## src/rtl/sync_fifo_pkg.sv

```systemverilog
// Shared types and helpers for the v4 synchronous FIFO.
//
// Contents:
//   fifo_flags_t  - packed bundle of the four registered status flags
//   wrap_inc      - pointer increment that wraps to 0 on reaching depth
package sync_fifo_pkg;

  // Status flags travel together so they are computed and registered as one unit.
  typedef struct packed {
    logic full;
    logic empty;
    logic almost_full;
    logic almost_empty;
  } fifo_flags_t;

  // The increment is made at 32 bits, which is always wider than the pointer.
  // The compare against depth therefore sees the true sum rather than a truncated one.
  // The result is always in 0..depth-1.
  function automatic logic [31:0] wrap_inc(input logic [31:0] ptr, input int unsigned depth);
    logic [31:0] nxt;
    nxt = ptr + 32'd1;
    return (nxt >= depth) ? 32'd0 : nxt;
  endfunction

endpackage

```

## src/rtl/fifo_wrap_ptr.sv

```systemverilog
// Wrap-around address pointer for the v4 synchronous FIFO.
//
// Ports:
//   clk    in   clock
//   rst_n  in   asynchronous active-low reset, pointer -> 0
//   clr    in   synchronous clear to 0, wins over inc
//   inc    in   advance the pointer by one, wrapping DEPTH-1 -> 0
//   ptr    out  current pointer, always in 0..DEPTH-1
module fifo_wrap_ptr
  import sync_fifo_pkg::*;
#(
  parameter  int DEPTH  = 2,
  localparam int ADDR_W = $clog2(DEPTH)
) (
  input  logic              clk,
  input  logic              rst_n,
  input  logic              clr,
  input  logic              inc,
  output logic [ADDR_W-1:0] ptr
);

  logic [ADDR_W-1:0] ptr_nxt;

  assign ptr_nxt = ADDR_W'(wrap_inc(32'(ptr), DEPTH));

  always_ff @(posedge clk or negedge rst_n) begin
    if (!rst_n) begin
      ptr <= '0;
    end else if (clr) begin
      ptr <= '0;
    end else if (inc) begin
      ptr <= ptr_nxt;
    end
  end

endmodule

```

## src/rtl/sync_fifo_v4.sv

```systemverilog
// Single-clock first-word-fall-through FIFO with valid/ready handshakes.
// DEPTH may be any integer >= 2.
//
// Ports:
//   clk, rst_n            clock, asynchronous active-low reset
//   flush                 synchronous clear of contents, count, hwm and flags
//   wr_valid/wr_ready     write handshake; wr_ready = !full
//   data_in               write payload
//   rd_valid/rd_ready     read handshake; rd_valid = !empty
//   data_out              head entry, combinational from storage
//   full, empty           registered occupancy flags
//   almost_full           registered, occupancy >= AF_THRESH
//   almost_empty          registered, occupancy <= AE_THRESH
//   count                 registered occupancy
//   hwm                   peak occupancy since reset, flush or hwm_clr
//   hwm_clr               reload hwm with the next occupancy
module sync_fifo_v4
  import sync_fifo_pkg::*;
#(
  parameter  int  DEPTH     = 2,
  parameter  type T         = logic,
  parameter  int  AF_THRESH = DEPTH - 1,
  parameter  int  AE_THRESH = 1,
  localparam int  ADDR_W    = $clog2(DEPTH),
  localparam int  CNT_W     = $clog2(DEPTH + 1)
) (
  input  logic             clk,
  input  logic             rst_n,
  input  logic             flush,
  input  logic             wr_valid,
  output logic             wr_ready,
  input  T                 data_in,
  output logic             rd_valid,
  input  logic             rd_ready,
  output T                 data_out,
  output logic             full,
  output logic             empty,
  output logic             almost_full,
  output logic             almost_empty,
  output logic [CNT_W-1:0] count,
  output logic [CNT_W-1:0] hwm,
  input  logic             hwm_clr
);

  if (DEPTH < 2) begin : g_bad_depth
    $error("sync_fifo_v4: DEPTH must be >= 2");
  end
  if (AF_THRESH < 1 || AF_THRESH > DEPTH) begin : g_bad_af
    $error("sync_fifo_v4: AF_THRESH must be in 1..DEPTH");
  end
  if (AE_THRESH < 0 || AE_THRESH > DEPTH - 1) begin : g_bad_ae
    $error("sync_fifo_v4: AE_THRESH must be in 0..DEPTH-1");
  end

  T                  mem [DEPTH];
  logic [ADDR_W-1:0] waddr;
  logic [ADDR_W-1:0] raddr;
  logic              wr_fire;
  logic              rd_fire;
  logic [CNT_W-1:0]  count_q;
  logic [CNT_W-1:0]  count_nxt;
  logic [CNT_W-1:0]  hwm_q;
  logic [CNT_W-1:0]  hwm_nxt;
  fifo_flags_t       flags_q;
  fifo_flags_t       flags_nxt;

  // Both handshakes are qualified only by registered flags.
  // This keeps ready and valid free of any input-to-output combinational path.
  assign wr_ready = !flags_q.full;
  assign rd_valid = !flags_q.empty;
  assign wr_fire  = wr_valid & wr_ready;
  assign rd_fire  = rd_valid & rd_ready;

  fifo_wrap_ptr #(.DEPTH(DEPTH)) u_waddr (
    .clk   (clk),
    .rst_n (rst_n),
    .clr   (flush),
    .inc   (wr_fire),
    .ptr   (waddr)
  );

  fifo_wrap_ptr #(.DEPTH(DEPTH)) u_raddr (
    .clk   (clk),
    .rst_n (rst_n),
    .clr   (flush),
    .inc   (rd_fire),
    .ptr   (raddr)
  );

  // Storage has no reset.
  // A write that coincides with flush is dropped, so stale data cannot reappear.
  always_ff @(posedge clk) begin
    if (wr_fire && !flush) begin
      mem[waddr] <= data_in;
    end
  end

  assign data_out = mem[raddr];

  // Next occupancy. Flush forces the empty state.
  // Otherwise a simultaneous read and write cancel out.
  always_comb begin
    count_nxt = count_q;
    if (flush) begin
      count_nxt = '0;
    end else begin
      count_nxt = count_q + CNT_W'(wr_fire) - CNT_W'(rd_fire);
    end
  end

  // The flags are derived from the next occupancy and then registered.
  // They therefore always agree with count in the same cycle.
  always_comb begin
    flags_nxt              = '0;
    flags_nxt.full         = (count_nxt == CNT_W'(DEPTH));
    flags_nxt.empty        = (count_nxt == '0);
    flags_nxt.almost_full  = (count_nxt >= CNT_W'(AF_THRESH));
    flags_nxt.almost_empty = (count_nxt <= CNT_W'(AE_THRESH));
  end

  // High-water mark priority:
  //   1. flush clears it to 0
  //   2. hwm_clr reloads it with the new occupancy
  //   3. otherwise it tracks the running maximum
  always_comb begin
    hwm_nxt = hwm_q;
    if (flush) begin
      hwm_nxt = '0;
    end else if (hwm_clr) begin
      hwm_nxt = count_nxt;
    end else if (count_nxt > hwm_q) begin
      hwm_nxt = count_nxt;
    end
  end

  always_ff @(posedge clk or negedge rst_n) begin
    if (!rst_n) begin
      count_q <= '0;
      hwm_q   <= '0;
      flags_q <= '{full: 1'b0, empty: 1'b1, almost_full: 1'b0, almost_empty: 1'b1};
    end else begin
      count_q <= count_nxt;
      hwm_q   <= hwm_nxt;
      flags_q <= flags_nxt;
    end
  end

  assign count        = count_q;
  assign hwm          = hwm_q;
  assign full         = flags_q.full;
  assign empty        = flags_q.empty;
  assign almost_full  = flags_q.almost_full;
  assign almost_empty = flags_q.almost_empty;

endmodule

```

## config.mk

```make
export PLATFORM = sky130hd
export DESIGN_NAME = sync_fifo_v4
export DESIGN_NICKNAME = d
export VERILOG_FILES = /design/src/rtl/sync_fifo_pkg.sv /design/src/rtl/fifo_wrap_ptr.sv /design/src/rtl/sync_fifo_v4.sv
export SDC_FILE = /design/constraint.sdc
export NUM_CORES = 1
export LEC_CHECK = 0
export CORE_AREA = 2 2 39 41
export DETAILED_ROUTE_END_ITERATION = 8
export DIE_AREA = 0 0 41 43
export PLACE_DENSITY = 0.83
export SLEW_MARGIN = 25
export SYNTH_ARGS = -nofsm -noshare
export SYNTH_HDL_FRONTEND = slang
export SYNTH_SLANG_ARGS = --single-unit
```

## constraint.sdc

```tcl
create_clock -name clk -period 3 [get_ports clk]
set_input_delay 0.6 -clock clk [delete_from_list [all_inputs] [get_ports clk]]
set_output_delay 0.6 -clock clk [all_outputs]
set_load 0.03 [all_outputs]
```

**Yosys cells after proc, flatten, opt, wreduce, memory -nomap -nowiden**

Memories as Yosys holds them, arrays and structs flattened.
Index checks and enable logic that the tools add are counted.

- $add $sub $neg: 4
- Reduce and logical (&&, ||, !) cells: 8
- Equality and inequality tests: 1
- $lt $le $gt $ge: 5
- Muxes and demuxes: 12
- Bitwise logic cells: 2

Operator list:

| kind | number |
|---|---|
| 2-to-1 mux 1 bit | 8 |
| 2-to-1 mux 2 bit | 4 |
| adder 1 x 1 -> 2 bit, second input constant | 2 |
| greater-or-equal comparator 2 bit, second input constant | 2 |
| nonzero test 2 bit | 2 |
| logical NOT 1 bit | 3 |
| nonzero test 3 bit | 1 |
| adder 2 x 1 -> 2 bit | 1 |
| AND 1 bit | 2 |
| equality test 2 bit, second input constant | 1 |
| greater-or-equal comparator 2 x 1 -> 1 bit, second input constant | 1 |
| > comparator 2 bit | 1 |
| less-or-equal comparator 2 x 1 -> 1 bit, second input constant | 1 |
| logical NOT 2 bit | 1 |
| subtractor 2 x 1 -> 2 bit | 1 |
| logical AND 1 bit | 1 |

- Bits in registers: 10
- Memory bits (writable): 2
- Memories: 1
- Logic and storage cells: 41

Memories:

| name | depth | width | read ports | clocked after Yosys merged registers in | wr ports | line | RTL |
|---|---|---|---|---|---|---|---|
| mem | 2 | 1 | 1 | 0 | 1 | sync_fifo_v4.sv:55 | `T mem [DEPTH];` |

**Longest topological paths before layout**

Gate-level depths: netlist (run 1).

- Depth after elaboration: 9
- Mapped depth: 14

**Hierarchy**

A second synthesis (run 1) with hierarchy kept.

- Cells, all modules: 44
- Area total of the unflattened synthesis: 543.0 um2

Modules (own cells, without submodules):

| module | cells each | area each (um2) | times used |
|---|---|---|---|
| sync_fifo_v4 | 38 | 467.9 | 1 |
| fifo_wrap_ptr | 3 | 37.5 | 2 |

**Worst setup path after synthesis (run 1)**

No wires, ideal clock.

- Kind: register to register
- Start point: register flags_q (netlist bit full)
- End point: register hwm_q[0] (netlist: hwm[0])
- Path slack: -0.133 ns
- Data required time: 2.875 ns
- Buffers on the path: 0
- Stages on the path, launching flop included: 15
- Data arrival time: 3.007 ns
- Cells stage by stage: dfrtp_1 > inv_1 > nand2_1 > ha_1 > inv_1 > ha_1 > xnor2_1 > xnor2_1 > nand2b_1 > inv_1 > ha_1 > nor2b_1 > a2bb2oi_1 > or3_4 > mux2_4

- Elaborated cells on any way between the ends: 10
- Classes of those cells: add/sub (2); order compare (1); mux (4); bitwise (1); reduce/logical (2)

RTL lines:

| what | line | RTL |
|---|---|---|
| from (decl) | sync_fifo_v4.sv:64 | `fifo_flags_t flags_q;` |
| from (signal assigned) | sync_fifo_v4.sv:140 | `flags_q <= '{full: 1'b0, empty: 1'b1, almost_full: 1'b0, almost_empty: 1'b1};` |
| from (signal assigned) | sync_fifo_v4.sv:144 | `flags_q <= flags_nxt;` |
| logical NOT 1 bit | sync_fifo_v4.sv:69 | `assign wr_ready = !flags_q.full;` |
| via wr_ready | sync_fifo_v4.sv:31 | `output logic wr_ready,` |
| AND 1 bit | sync_fifo_v4.sv:71 | `assign wr_fire = wr_valid & wr_ready;` |
| adder 2 x 1 -> 2 bit | sync_fifo_v4.sv:107 | `count_nxt = count_q + CNT_W'(wr_fire) - CNT_W'(rd_fire);` |
| subtractor 2 x 1 -> 2 bit | sync_fifo_v4.sv:107 |  |
| 2-to-1 mux 2 bit | sync_fifo_v4.sv:104 | `if (flush) begin` |
| via count_nxt[1] | sync_fifo_v4.sv:61 | `logic [CNT_W-1:0] count_nxt;` |
| > comparator 2 bit | sync_fifo_v4.sv:131 | `end else if (count_nxt > hwm_q) begin` |
| nonzero test 3 bit (no line) | -- |  |
| to (signal assigned) | sync_fifo_v4.sv:143 | `hwm_q <= hwm_nxt;` |
| to (decl) | sync_fifo_v4.sv:62 | `logic [CNT_W-1:0] hwm_q;` |

The timed path passes the listed nets, and every way through them passes these cells. The select of a mux whose other input is x is not followed.
A chain may end at the register's enable or synchronous reset.

**Final worst setup path (run 1)**

- Start point: input rd_ready
- End point: register hwm_q[0] (netlist: hwm[0])

- Elaborated cells on any way between the ends: 8
- Classes of those cells: add/sub (1); order compare (1); mux (4); bitwise (1); reduce/logical (1)

RTL lines:

| what | line | RTL |
|---|---|---|
| from (decl) | sync_fifo_v4.sv:34 | `input logic rd_ready,` |
| AND 1 bit | sync_fifo_v4.sv:72 | `assign rd_fire = rd_valid & rd_ready;` |
| subtractor 2 x 1 -> 2 bit | sync_fifo_v4.sv:107 |  |
| 2-to-1 mux 2 bit | sync_fifo_v4.sv:104 |  |
| via count_nxt[1] | sync_fifo_v4.sv:61 |  |
| > comparator 2 bit | sync_fifo_v4.sv:131 |  |
| nonzero test 3 bit (no line) | -- |  |

The timed path passes the listed nets, and every way through them passes these cells. The select of a mux whose other input is x is not followed.

==> results of run 1 <==
==> worst register-to-register path: stages, from the launching register on <==
cell and delay (ns):
dfstp_2 0.57, nor2b_4 0.06, ha_4 0.25, inv_1 0.05, ha_4 0.16, xnor2_2 0.14
xnor2_1 0.14, nand2b_1 0.12, inv_2 0.10, ha_4 0.20, nor2b_1 0.13, a2bb2oi_1 0.12
or3_4 0.38, mux2_4 0.31
==> where the power goes <==
part	internal (mW)	leakage [nW]	switching, mW
Clock	0.0736	0.0210	0.0505
Sequential	0.233	0.143	0.0439
Combinational	0.286	0.246	0.292
==> worst min path at each step <==
stage | depth (start not counted) | slack [ns] | startpoint | endpoint
finish | 2 | 0.60 | u_raddr.ptr | u_raddr.ptr
CTS | 1 | 0.60 | hwm[0] | hwm[0]
global placement | 1 | 0.53 | hwm[0] | hwm[0]
floorplan | 0 | 0.30 | rst_n | almost_full
detailed placement | 2 | 0.56 | hwm[1] | hwm[1]
global route | 1 | 0.62 | hwm[0] | hwm[0]
==> layout make-up <==
class / instances / area [um2] / share of cell area (%)
Sequential cell: 12 / 314 / 35.5
Inverter: 6 / 22.5 / 2.55
Clock buffer: 4 / 36.3 / 4.10
Timing Repair Buffer: 26 / 235 / 26.6
Multi-Input combinational cell: 25 / 256 / 29.0
Tap cell: 16 / 20.0 / 2.26
==> per-layer routing <==
| layer | wire length (um) | GRT usage [%] | up-vias | share of wire [%] |
|---|---|---|---|---|
| li1 | - | - | 201 | - |
| met1 | 502 | 17.6 | 206 | 37 |
| met2 | 775 | 34.1 | 14 | 58 |
| met3 | 46 | 5.24 | 2 | 3.4 |
| met4 | 14 | 8.00 | 0 | 1.0 |
| met5 | 0 | 0 | - | 0 |
==> cell usage in the layout, fill, tap and decap left out, types with 2 or more instances in the layout <==
cell / count
nand2b_1: 2
nor2_1: 4
dfstp_2: 2
clkdlybuf4s50_1: 15
dfrtp_1: 7
ha_4: 3
clkbuf_4: 3
buf_4: 9
edfxtp_1: 2
dlygate4sd2_1: 2
inv_2: 2
inv_1: 4
xnor2_1: 2
==> through the flow <==
step | hold WS, ns | instance area, um2 | setup slack (ns) | total power, mW | utilization (%)
2_1_floorplan | 0.304 | 538 | 0.0261 | 0.561 | -
3_3_place_gp | 0.533 | 773 | -0.327 | 0.747 | 55.9
4_1_cts | 0.597 | 877 | 0.0863 | 0.971 | 63.4
3_5_place_dp | 0.557 | 773 | -0.501 | 0.777 | 55.9
5_1_grt | 0.619 | 885 | -0.00293 | 1.05 | 63.9
6_report | 0.597 | 885 | 0.0758 | 0.979 | 63.9
==> what timing repair did <==
action / in CTS / in global routing
gates resized for setup: 11 / 0
endpoints found under the setup margin: 2 / 1
buffers inserted: 2 / 1
pin swaps: 5 / 2
==> kinds of logic (layout without fill, tap and decap cells) <==
logic type | count (synthesis) | after routing
xor gates and xnor gates | 4 | 4
and+or+nand+nor | 13 | 13
adders and majority gates | 4 | 4
DFF | 12 | 12
muxes | 3 | 3
AOI/OAI and AO/OA | 1 | 1
buffers and inverters | 6 | 36
==> impl_metrics.env, run 1 <==
export IMPL_crit_type="in -> reg"
export IMPL_wl_um=1340
export IMPL_start_kind="input port"
export IMPL_cts_tree="built"
export IMPL_r2r_cells=13
export IMPL_synth_area_per_cell_um2=12.5
export IMPL_vias=423
export IMPL_ys_ff_latch=12
export IMPL_worstMarginPinSlew_ns=0.437
export IMPL_die_area_um2=1760
export IMPL_synth_most_common_cell="dfrtp_1"
export IMPL_numCtsBuffers=3
export IMPL_r2r_slack_ns=0.17
export IMPL_gp_congestion=0.661
export IMPL_synth_simple_area_share_pct=13.3
export IMPL_synth_area_top_cells="dfrtp_1 37%, edfxtp_1 11%, dfstp_2 9.8%"
export IMPL_synth_edf_count=2
export IMPL_grt_pass1_wl_um=2080
export IMPL_synth_fp_nets=54
export IMPL_drc=0
export IMPL_viasPerCell=4.75
export IMPL_netlist_area_um2=537
export IMPL_path_clk_slew_ns=0.07
export IMPL_drive_gt1_share_pct=37.0
export IMPL_clockBufferDepth=2
export IMPL_synth_area_leader_cell="dfrtp_1"
export IMPL_dr_pass1_iters=4
export IMPL_grt_pass1_vias=473
export IMPL_worstReg2RegStart="empty"
export IMPL_required_ns=3.15
export IMPL_grtUsageTotal_pct=18.7
export IMPL_grt_max_degree=11
export IMPL_yosys_mux_area_fraction_pct=6.76
export IMPL_fin_crit_sh_pct=97.5
export IMPL_worst_setup_path_end_kind="flop"
export IMPL_io_pins=18
export IMPL_fin_nets=85
export IMPL_ant_nets=0
export IMPL_syn_to_final_growth_pct=64.8
export IMPL_hp_class="reg -> reg"
export IMPL_cp_slowest_stage_delay_ns=0.38
export IMPL_cp_top_family="simple AND/OR/NAND/NOR gates"
export IMPL_max_slew_margin_pct=70.8
export IMPL_fillers=114
export IMPL_dp_cells=82
export IMPL_antenna_found_initial=0
export IMPL_synth_top_family_by_area="simple AND/OR/NAND/NOR gates"
export IMPL_fin_crit_ns=2.92
export IMPL_drt_iter0_drc=4
export IMPL_die_h_um=43
export IMPL_fin_cells=89
export IMPL_synth_xor_area_share_pct=6.53
export IMPL_startpoint="rd_ready"
export IMPL_slowest_stage="or3_4"
export IMPL_synthArstFlopShare_pct=83.3
export IMPL_worst_path_stages=14
export IMPL_syn_inst=43
export IMPL_powerDensity_nw_per_um2=1110
export IMPL_crit_chain="dlygate4sd2_1 -> nor2b_4 -> ha_4 -> inv_1 -> ha_4 -> xnor2_2 -> xnor2_1 -> nand2b_1 -> inv_2 -> ha_4 -> nor2b_1 -> a2bb2oi_1 -> or3_4 -> mux2_4"
export IMPL_worst_path_max_fanout=2
export IMPL_synth_top_cell_area_share_pct=37.3
export IMPL_overflow=0
export IMPL_crit_top_cell="ha_4"
export IMPL_synth_fa_ha_area_share_pct=9.32
export IMPL_cts_num_sinks=12
export IMPL_fmax_mhz=342
export IMPL_clkLatencyLatePin_ns=0.26
export IMPL_htree_levels=1
export IMPL_port_buffer_count=17
export IMPL_antenna_cells=0
export IMPL_report_final_hold_viol_count=0
export IMPL_synth_compound_area_share_pct=1.63
export IMPL_p_leak_nw=0.410
export IMPL_synth_warnings=0
export IMPL_seq_area_frac_synth_pct=58.3
export IMPL_row_count=14
export IMPL_worst_path_buf_inv=3
export IMPL_synth_commonest_cells="8 x dfrtp_1, 6 x inv_1, 4 x ha_1, 4 x nor2_1, 3 x xnor2_1"
export IMPL_cts_root_buf="clkbuf_4"
export IMPL_fin_skew_ns=0.00263
export IMPL_slew_violations=0
export IMPL_arrival_ns=3.08
export IMPL_tns_ns=0
export IMPL_routedWlPerCell_um=15.0
export IMPL_synth_flop_cell="dfrtp_1"
export IMPL_ys_types=18
export IMPL_dpl_hpwl_um=955
export IMPL_dieWidth_um=41
export IMPL_setup_viol=0
export IMPL_fp_coreArea_um2=1380
export IMPL_r2r_end="hwm[0]"
export IMPL_start_util_pct=38.8
export IMPL_vdd_drop_max_uv=480
export IMPL_hold_buffers=0
export IMPL_endpoint="hwm[0]"
export IMPL_max_cap_viol_count=0
export IMPL_outcome="finished, final reports clean"
Power figures use the tool's default switching activity.
==> run 2: changes to the inputs <==
- CTS_CLUSTER_SIZE: not set -> 10
==> results of run 2 <==
Same layout as run 1: the final DEF is identical, and so are final timing and power.
==> run 3: changes to the inputs <==
- SLEW_MARGIN: 25 -> not set
==> results of run 3 <==
Same layout as run 1: the final DEF is identical, and so are final timing and power.
